<file path="src/rtl/counter_ctrl_pkg.sv">
// Shared types for the run/pause/step counter sequencer.
// Latency: n/a (types and constants only).
// Backpressure: n/a.
package counter_ctrl_pkg;

  // Encoding is visible on the state output: IDLE=0, RUN=1, PAUSE=2, HALT=3.
  typedef enum logic [1:0] {
    IDLE  = 2'd0,
    RUN   = 2'd1,
    PAUSE = 2'd2,
    HALT  = 2'd3
  } state_t;

  // DE-series pushbuttons read low while held.
  localparam logic KEY_PRESSED = 1'b0;

endpackage

</file>
<file path="src/rtl/key_edge.sv">
// Pushbutton conditioner: 2-flop synchronizer plus falling-edge detect -> 1-cycle press.
// Latency: press is high after the 3rd CLOCK_50 edge following the key going low.
// Backpressure: none; a held key yields exactly one press, no debounce.
//
// Ports:
//   CLOCK_50 - clock
//   Reset    - synchronous active-high reset
//   key_n    - raw active-low pushbutton, asynchronous to CLOCK_50
//   press    - registered one-cycle press pulse
module key_edge
  import counter_ctrl_pkg::*;
(
  input  logic CLOCK_50,
  input  logic Reset,
  input  logic key_n,
  output logic press
);

  logic sync1;
  logic sync2;
  logic prev;
  // smp1/smp2 track when sync2 holds a real sample rather than its reset value.
  logic smp1;
  logic smp2;
  // A key held through reset release must be seen released before it can arm.
  logic armed;

  always_ff @(posedge CLOCK_50) begin
    if (Reset) begin
      sync1 <= 1'b1;
      sync2 <= 1'b1;
      prev  <= 1'b1;
      smp1  <= 1'b0;
      smp2  <= 1'b0;
      armed <= 1'b0;
      press <= 1'b0;
    end else begin
      sync1 <= key_n;
      sync2 <= sync1;
      prev  <= sync2;
      smp1  <= 1'b1;
      smp2  <= smp1;
      armed <= armed | (smp2 & (sync2 != KEY_PRESSED));
      press <= armed & (prev != KEY_PRESSED) & (sync2 == KEY_PRESSED);
    end
  end

endmodule

</file>
<file path="src/rtl/counter_ctrl.sv">
// Run/pause/step sequencer turning pushbuttons into Enable/Clear strobes for the board counter.
// Latency: strobes and state update one edge after the deciding press pulse or prescaler tick.
// Backpressure: none; strobes are single-cycle and unacknowledged.
//
// Ports:
//   CLOCK_50                - clock
//   Reset                   - synchronous active-high reset
//   start_n, stop_n, step_n - raw active-low pushbuttons
//   wrap_en                 - 1 = wrap to 0 at LIMIT, 0 = halt at LIMIT
//   Q                       - counter value fed back from the counter
//   Enable, Clear           - registered one-cycle strobes to the counter
//   state                   - current FSM state
//   done                    - high while in HALT
module counter_ctrl
  import counter_ctrl_pkg::*;
#(
  parameter int unsigned       TICK_DIV = 5,
  parameter int unsigned       CNT_W    = 10,
  parameter logic [CNT_W-1:0]  LIMIT    = 10'h3FF
) (
  input  logic             CLOCK_50,
  input  logic             Reset,
  input  logic             start_n,
  input  logic             stop_n,
  input  logic             step_n,
  input  logic             wrap_en,
  input  logic [CNT_W-1:0] Q,
  output logic             Enable,
  output logic             Clear,
  output logic [1:0]       state,
  output logic             done
);

  localparam int unsigned PW = (TICK_DIV > 2) ? $clog2(TICK_DIV) : 1;
  localparam logic [PW-1:0] PRESC_LAST = PW'(TICK_DIV - 1);

  logic start_press;
  logic stop_press;
  logic step_press;

  key_edge u_start (.CLOCK_50(CLOCK_50), .Reset(Reset), .key_n(start_n), .press(start_press));
  key_edge u_stop  (.CLOCK_50(CLOCK_50), .Reset(Reset), .key_n(stop_n),  .press(stop_press));
  key_edge u_step  (.CLOCK_50(CLOCK_50), .Reset(Reset), .key_n(step_n),  .press(step_press));

  state_t        state_q, state_d;
  logic [PW-1:0] presc_q, presc_d;
  logic          enable_q, enable_d;
  logic          clear_q, clear_d;

  logic start_p;
  logic stop_p;
  logic step_p;
  logic tick;
  logic count_evt;

  // stop > start > step; losers in the same cycle are dropped.
  assign stop_p  = stop_press;
  assign start_p = start_press & ~stop_press;
  assign step_p  = step_press & ~stop_press & ~start_press;

  assign tick = (state_q == RUN) && (presc_q == PRESC_LAST);

  always_comb begin
    state_d   = state_q;
    presc_d   = presc_q;
    enable_d  = 1'b0;
    clear_d   = 1'b0;
    count_evt = 1'b0;

    case (state_q)
      IDLE: begin
        if (start_p) begin
          state_d = RUN;
          clear_d = 1'b1;
          presc_d = '0;
        end
      end
      RUN: begin
        // Stopping freezes the prescaler so a later resume keeps its phase.
        if (stop_p) begin
          state_d = PAUSE;
        end else begin
          presc_d   = tick ? '0 : presc_q + PW'(1);
          count_evt = tick;
        end
      end
      PAUSE: begin
        if (stop_p) begin
          state_d = IDLE;
          clear_d = 1'b1;
        end else if (start_p) begin
          state_d = RUN;
        end else if (step_p) begin
          count_evt = 1'b1;
        end
      end
      HALT: begin
        if (stop_p) begin
          state_d = IDLE;
        end else if (start_p) begin
          state_d = RUN;
          clear_d = 1'b1;
          presc_d = '0;
        end
      end
      default: state_d = IDLE;
    endcase

    // Q is only consulted here, so changes between events are ignored.
    if (count_evt) begin
      if (Q != LIMIT) begin
        enable_d = 1'b1;
      end else if (wrap_en) begin
        clear_d = 1'b1;
      end else begin
        state_d = HALT;
      end
    end
  end

  always_ff @(posedge CLOCK_50) begin
    if (Reset) begin
      state_q  <= IDLE;
      presc_q  <= '0;
      enable_q <= 1'b0;
      clear_q  <= 1'b0;
    end else begin
      state_q  <= state_d;
      presc_q  <= presc_d;
      enable_q <= enable_d;
      clear_q  <= clear_d;
    end
  end

  assign Enable = enable_q;
  assign Clear  = clear_q;
  assign state  = state_q;
  assign done   = (state_q == HALT);

endmodule

</file>
<file path="config.mk">
export PLATFORM = sky130hd
export DESIGN_NAME = counter_ctrl
export DESIGN_NICKNAME = d
export VERILOG_FILES = /design/src/rtl/counter_ctrl_pkg.sv /design/src/rtl/key_edge.sv /design/src/rtl/counter_ctrl.sv
export SDC_FILE = /design/constraint.sdc
export NUM_CORES = 1
export LEC_CHECK = 0
export CORE_ASPECT_RATIO = 0.8
export CORE_MARGIN = 1
export CORE_UTILIZATION = 47
export DETAILED_ROUTE_END_ITERATION = 6
export PLACE_DENSITY = 0.75
export SETUP_SLACK_MARGIN = 0.05
export SLEW_MARGIN = 20
export SYNTH_ARGS = -nofsm -noshare
export SYNTH_HDL_FRONTEND = slang
export SYNTH_HIERARCHICAL = 1
export SYNTH_SLANG_ARGS = --single-unit
</file>
<file path="constraint.sdc">
create_clock -name CLOCK_50 -period 2 [get_ports CLOCK_50]
set_input_delay 0.4 -clock CLOCK_50 [delete_from_list [all_inputs] [get_ports CLOCK_50]]
set_output_delay 0.4 -clock CLOCK_50 [all_outputs]
set_load 0.03 [all_outputs]
</file>
== Word level (Yosys, flattened, before mapping) ==
Index checks and enable logic that the tools add are counted.
Operators by class
  bitwise operators: 21
  eq/ne operators: 7
  multiplexer cells: 26
  $add $sub $neg: 1
  reductions and logical operators: 6
Operators by type and width (number)
  1-bit bitwise AND: 12
  1-bit two-way mux: 12
  2-bit two-way mux: 6
  3-bit two-way mux: 4
  10-bit != test, second input constant: 1
  3-bit case mux with 3 select lines: 1
  1-bit NOT: 6
  2-bit case mux with 3 select lines: 1
  2-bit == test, second input constant: 2
  2-bit != test, second input constant: 2
  2-bit OR reduction: 2
  3-bit by 1-bit adder with 3-bit output, second input constant: 1
  3-bit == test, second input constant: 1
  1-bit OR: 3
  1-bit case mux with 3 select lines: 1
  3-bit AND reduction: 1
  3-bit nonzero test: 1
  2-bit by 1-bit == test with 1-bit output, second input constant: 1
  2-bit zero test: 1
  1-bit case mux with 2 select lines: 1
  1-bit logical AND: 1
Storage, ports and cells
  input bits: 16
  register bits: 24

== Logic depth before layout (Yosys ltp) ==
  depth in word-level cells: 9
  depth in mapped cells: 5
  gate-level depth less buffers: 5

== Cells and area by module ==
Netlist, hierarchy kept.
Modules (own cells, without submodules)
  key_edge: cells an instance 16, seq. area each 140.1 um2, times used 3, area an instance 192.7 um2
  counter_ctrl: cells an instance 62, seq. area each 140.1 um2, times used 1, area an instance 551.8 um2

== Least setup slack after synthesis ==
Ideal clock, no wire load.
  path type: reg-to-reg
  start point: reg state_q[1] (netlist: state[1])
  end point: reg state_q[0] (netlist: state[0])
  stages on the path, launching flop included: 6
  clock period less this slack: 1.693 ns
  buffers on the path: 0
  arrival: 1.572 ns
  required time: 1.879 ns
  library setup time: 0.121 ns
  slack: 0.307 ns
  cell sequence: dfxtp_1 > inv_1 > ha_1 > a2111oi_0 > a211o_1 > o31ai_2
Between the ends
  word-level cells in the longest chain between the ends: 6
RTL lines
  start, declared: line counter_ctrl.sv:45  | state_t state_q, state_d;
  start signal, assigned: line counter_ctrl.sv:128  | state_q <= state_d;
  2-bit == test: line counter_ctrl.sv:70  | case (state_q)
  2-bit OR reduction (no line)
  2-bit case mux with 3 select lines: line counter_ctrl.sv:70
  2-bit two-way mux: line counter_ctrl.sv:113  | end else if (wrap_en) begin
  2-bit two-way mux: line counter_ctrl.sv:111  | if (Q != LIMIT) begin
  2-bit two-way mux (*): line counter_ctrl.sv:110  | if (count_evt) begin
Mark *: on every way between the ends. The rest lies on a longest branch, timed or not.
A chain may end at the register's enable or synchronous reset.

== Final worst setup path ==
  start point: reg state_q[1] (netlist: state[1])
  end point: out done
Between the ends
  word-level cells in the longest chain between the ends: 1
RTL lines
  2-bit == test: line counter_ctrl.sv:138  | assign done = (state_q == HALT);
  end, declared: line counter_ctrl.sv:31  | output logic done
No other way between the ends.

==> impl_metrics.env <==
export IMPL_synthesis_area_um2=1130
export IMPL_synth_top_area_cell="dfxtp_1"
export IMPL_clk_pin_slew_ps=140
export IMPL_cpPeakStageDelay_ps=460
export IMPL_crit_arrival_ps=1440
export IMPL_pwr_density_cell_nw_per_um2=758
export IMPL_avgRoutedWirePerCell_um=12.2
export IMPL_postSynthCellCount=110
export IMPL_timing_critical_path_from="state[1]"
export IMPL_num_rows=15
export IMPL_final_common_cell="dfxtp_1"
export IMPL_gr_usage_all_layers_pct=17.3
export IMPL_finalClockSkew_ps=2.09
export IMPL_cts_root_buffer_cell="clkbuf_4"
export IMPL_grt_max_degree=17
export IMPL_hold_viol=0
export IMPL_run_status="finished, violations left"
export IMPL_final_nets=160
export IMPL_die_w_um=56.8
export IMPL_rsz0062_at_grt="false"
export IMPL_antenna_found_initial=0
export IMPL_drt_initial_drc_count=42
export IMPL_min_from="u_start/sync1"
export IMPL_finalCritPeriodShare_pct=91.9
export IMPL_r2r_start="state[1]"
export IMPL_ys_ff_latch=28
export IMPL_place_congestion=0.866
export IMPL_drt_first_pass_iters=6
export IMPL_period_needed_ps=1840
export IMPL_relSlewSlack_pct=73.0
export IMPL_largest_reg_flops=3
export IMPL_htreeDepth=1
export IMPL_grt_busiest_layer="met2"
export IMPL_grt_use_met1_pct=20.1
export IMPL_synthToLayoutAreaGrowth_pct=26.4
export IMPL_p_total_mw=1.08
export IMPL_diodes=0
export IMPL_synth_edf_count=0
export IMPL_antenna_left=0
export IMPL_violations="DRC"
export IMPL_r2r_slack_ps=380
export IMPL_setup_viol=0
export IMPL_crit_fanout=7
export IMPL_layout_common_cells="dfxtp_1 (28), clkdlybuf4s50_1 (17), inv_1 (9)"
export IMPL_hold_end="u_start/sync2"
export IMPL_die_area_um2=2610
export IMPL_worst_slew_pin_slew_ps=404
export IMPL_core_um2=2210
export IMPL_drc_errors=2
export IMPL_max_freq_ghz=0.544
export IMPL_final_max_slew_violation_count=0
export IMPL_r2r_end="state[0]"
export IMPL_grt_pass1_wl_mm=3.34
export IMPL_wirelength_mm=1.95
export IMPL_die_h_um=45.9
export IMPL_cts_buffer_depth=2
export IMPL_synth_async_reset_ratio_pct=0
export IMPL_p_leak_nw=0.582
export IMPL_fin_setup_tns_ps=0
export IMPL_maxCapViolations=0
export IMPL_drt_vias_per_instance=5.14
export IMPL_ys_seq_area_share_pct=49.6
export IMPL_drive_above_1_share_pct=16.3
export IMPL_cts_tree="yes"
export IMPL_ir_drop_mv=0.536
export IMPL_ys_flop_type="dfxtp_1"
export IMPL_cp_end_kind="output pin"
export IMPL_critPathKind="register to output pin"
export IMPL_clock_latency_ps=320
export IMPL_avgSynthCellArea_um2=10.3
export IMPL_crit_slowest_cell="dfxtp_1"
export IMPL_clock_sinks=28
export IMPL_hp_class="register to register"
export IMPL_grt_pass1_vias=755
export IMPL_synth_top_cells_by_area="dfxtp_1 (50%), ha_1 (8.9%), or2_1 (3.3%)"
export IMPL_hpwl_mm=1.52
export IMPL_required_ps=1600
export IMPL_synthesis_nets=134
export IMPL_start_util_pct=51.0
export IMPL_ys_warn_count=6
export IMPL_vias=822
export IMPL_cts_buffers=3
export IMPL_yosysTopAreaCellShare_pct=49.6
export IMPL_cp_cell_sequence="ha_1 > dlygate4sd2_1"
export IMPL_setup_worst_path_start_class="register"
export IMPL_io_buffer_count=20
export IMPL_min_path_cells=1
export IMPL_use_met3_pct=5.97
export IMPL_pin_count=21
export IMPL_yosys_cell_types_count=34
export IMPL_grt_use_met2_pct=30.7
export IMPL_overflow=0
export IMPL_registers_top_by_ff_count="presc_q"
export IMPL_r2r_cells=5
==> cell usage after synthesis (2+ instances only) <==
library cell,n
o31ai_1,2
nand4_1,2
and2b_2,3
nor2_2,3
or2_4,3
inv_1,9
nand2_1,7
o32ai_2,2
or2_1,6
nor2_1,8
nor3b_1,2
dfxtp_1,28
ha_1,8
a21oi_1,7
==> layout make-up <==
type	instances	area, µm²
clock buffer	3	22.5
clock inverter	1	30.0
fill	175	787
inverter	9	33.8
multi-input combinational	72	531
sequential	28	561
tap	25	31.3
timing repair buffer	22	219
==> report_power, final <==
group | internal [mW] | switching, mW
Sequential | 0.582 | 0.0138
Clock | 0.203 | 0.158
Combinational | 0.0681 | 0.0574
Total | 0.853 | 0.229
==> worst max-delay path by stage <==
stage                to  cells after the start
2_1_floorplan  state[0]                      5
3_3_place_gp       done                      2
3_5_place_dp       done                      2
4_1_cts        state[1]                      1
5_1_grt            done                      2
6_report           done                      2
==> per-stage QoR <==
step / utilization (%) / instance area, µm² / cells / hold slack (ps) / setup slack (ps)
after floorplan: - / 1130 / 110 / 383 / 307
after global placement: 61.9 / 1370 / 156 / 387 / 294
after detailed placement: 61.9 / 1370 / 156 / 393 / 259
after CTS: 64.2 / 1420 / 160 / 429 / 91.2
after global routing: 64.5 / 1430 / 160 / 443 / 57.7
final: 64.5 / 1430 / 160 / 423 / 162
==> cells by family (layout without fill, tap and decap cells) <==
logic type / after synthesis / count (layout) / share of synthesized area [%]
AOI/OAI and AO/OA: 21 / 21 / 15.4
adders and majority gates: 8 / 8 / 8.86
buffers and inverters: 10 / 35 / 3.43
DFF: 28 / 28 / 49.6
and+or+nand+nor: 43 / 43 / 22.7
==> per-layer routing <==
metal	routed length (µm)	up-vias	share of wire (%)
li1	-	427	-
met1	881	372	45
met2	960	18	49
met3	89	5	4.6
met4	21	0	1.1
met5	0	-	0
==> what timing repair did <==
action,CTS,global route
hold endpoints to repair,0,0
hold buffers,0,0
pin swaps,0,0
endpoints found under the setup margin,1,2
setup buffers,0,0
gates cloned,0,0
gates resized for setup,1,2
==> critical path: cells and delay by family, from the launching register on <==
family	cells	cell delay, ps
flops	1	460
buf+inv	1	410
fa+ha+maj	1	250
No activity file was read; power rests on OpenSTA's default activity.
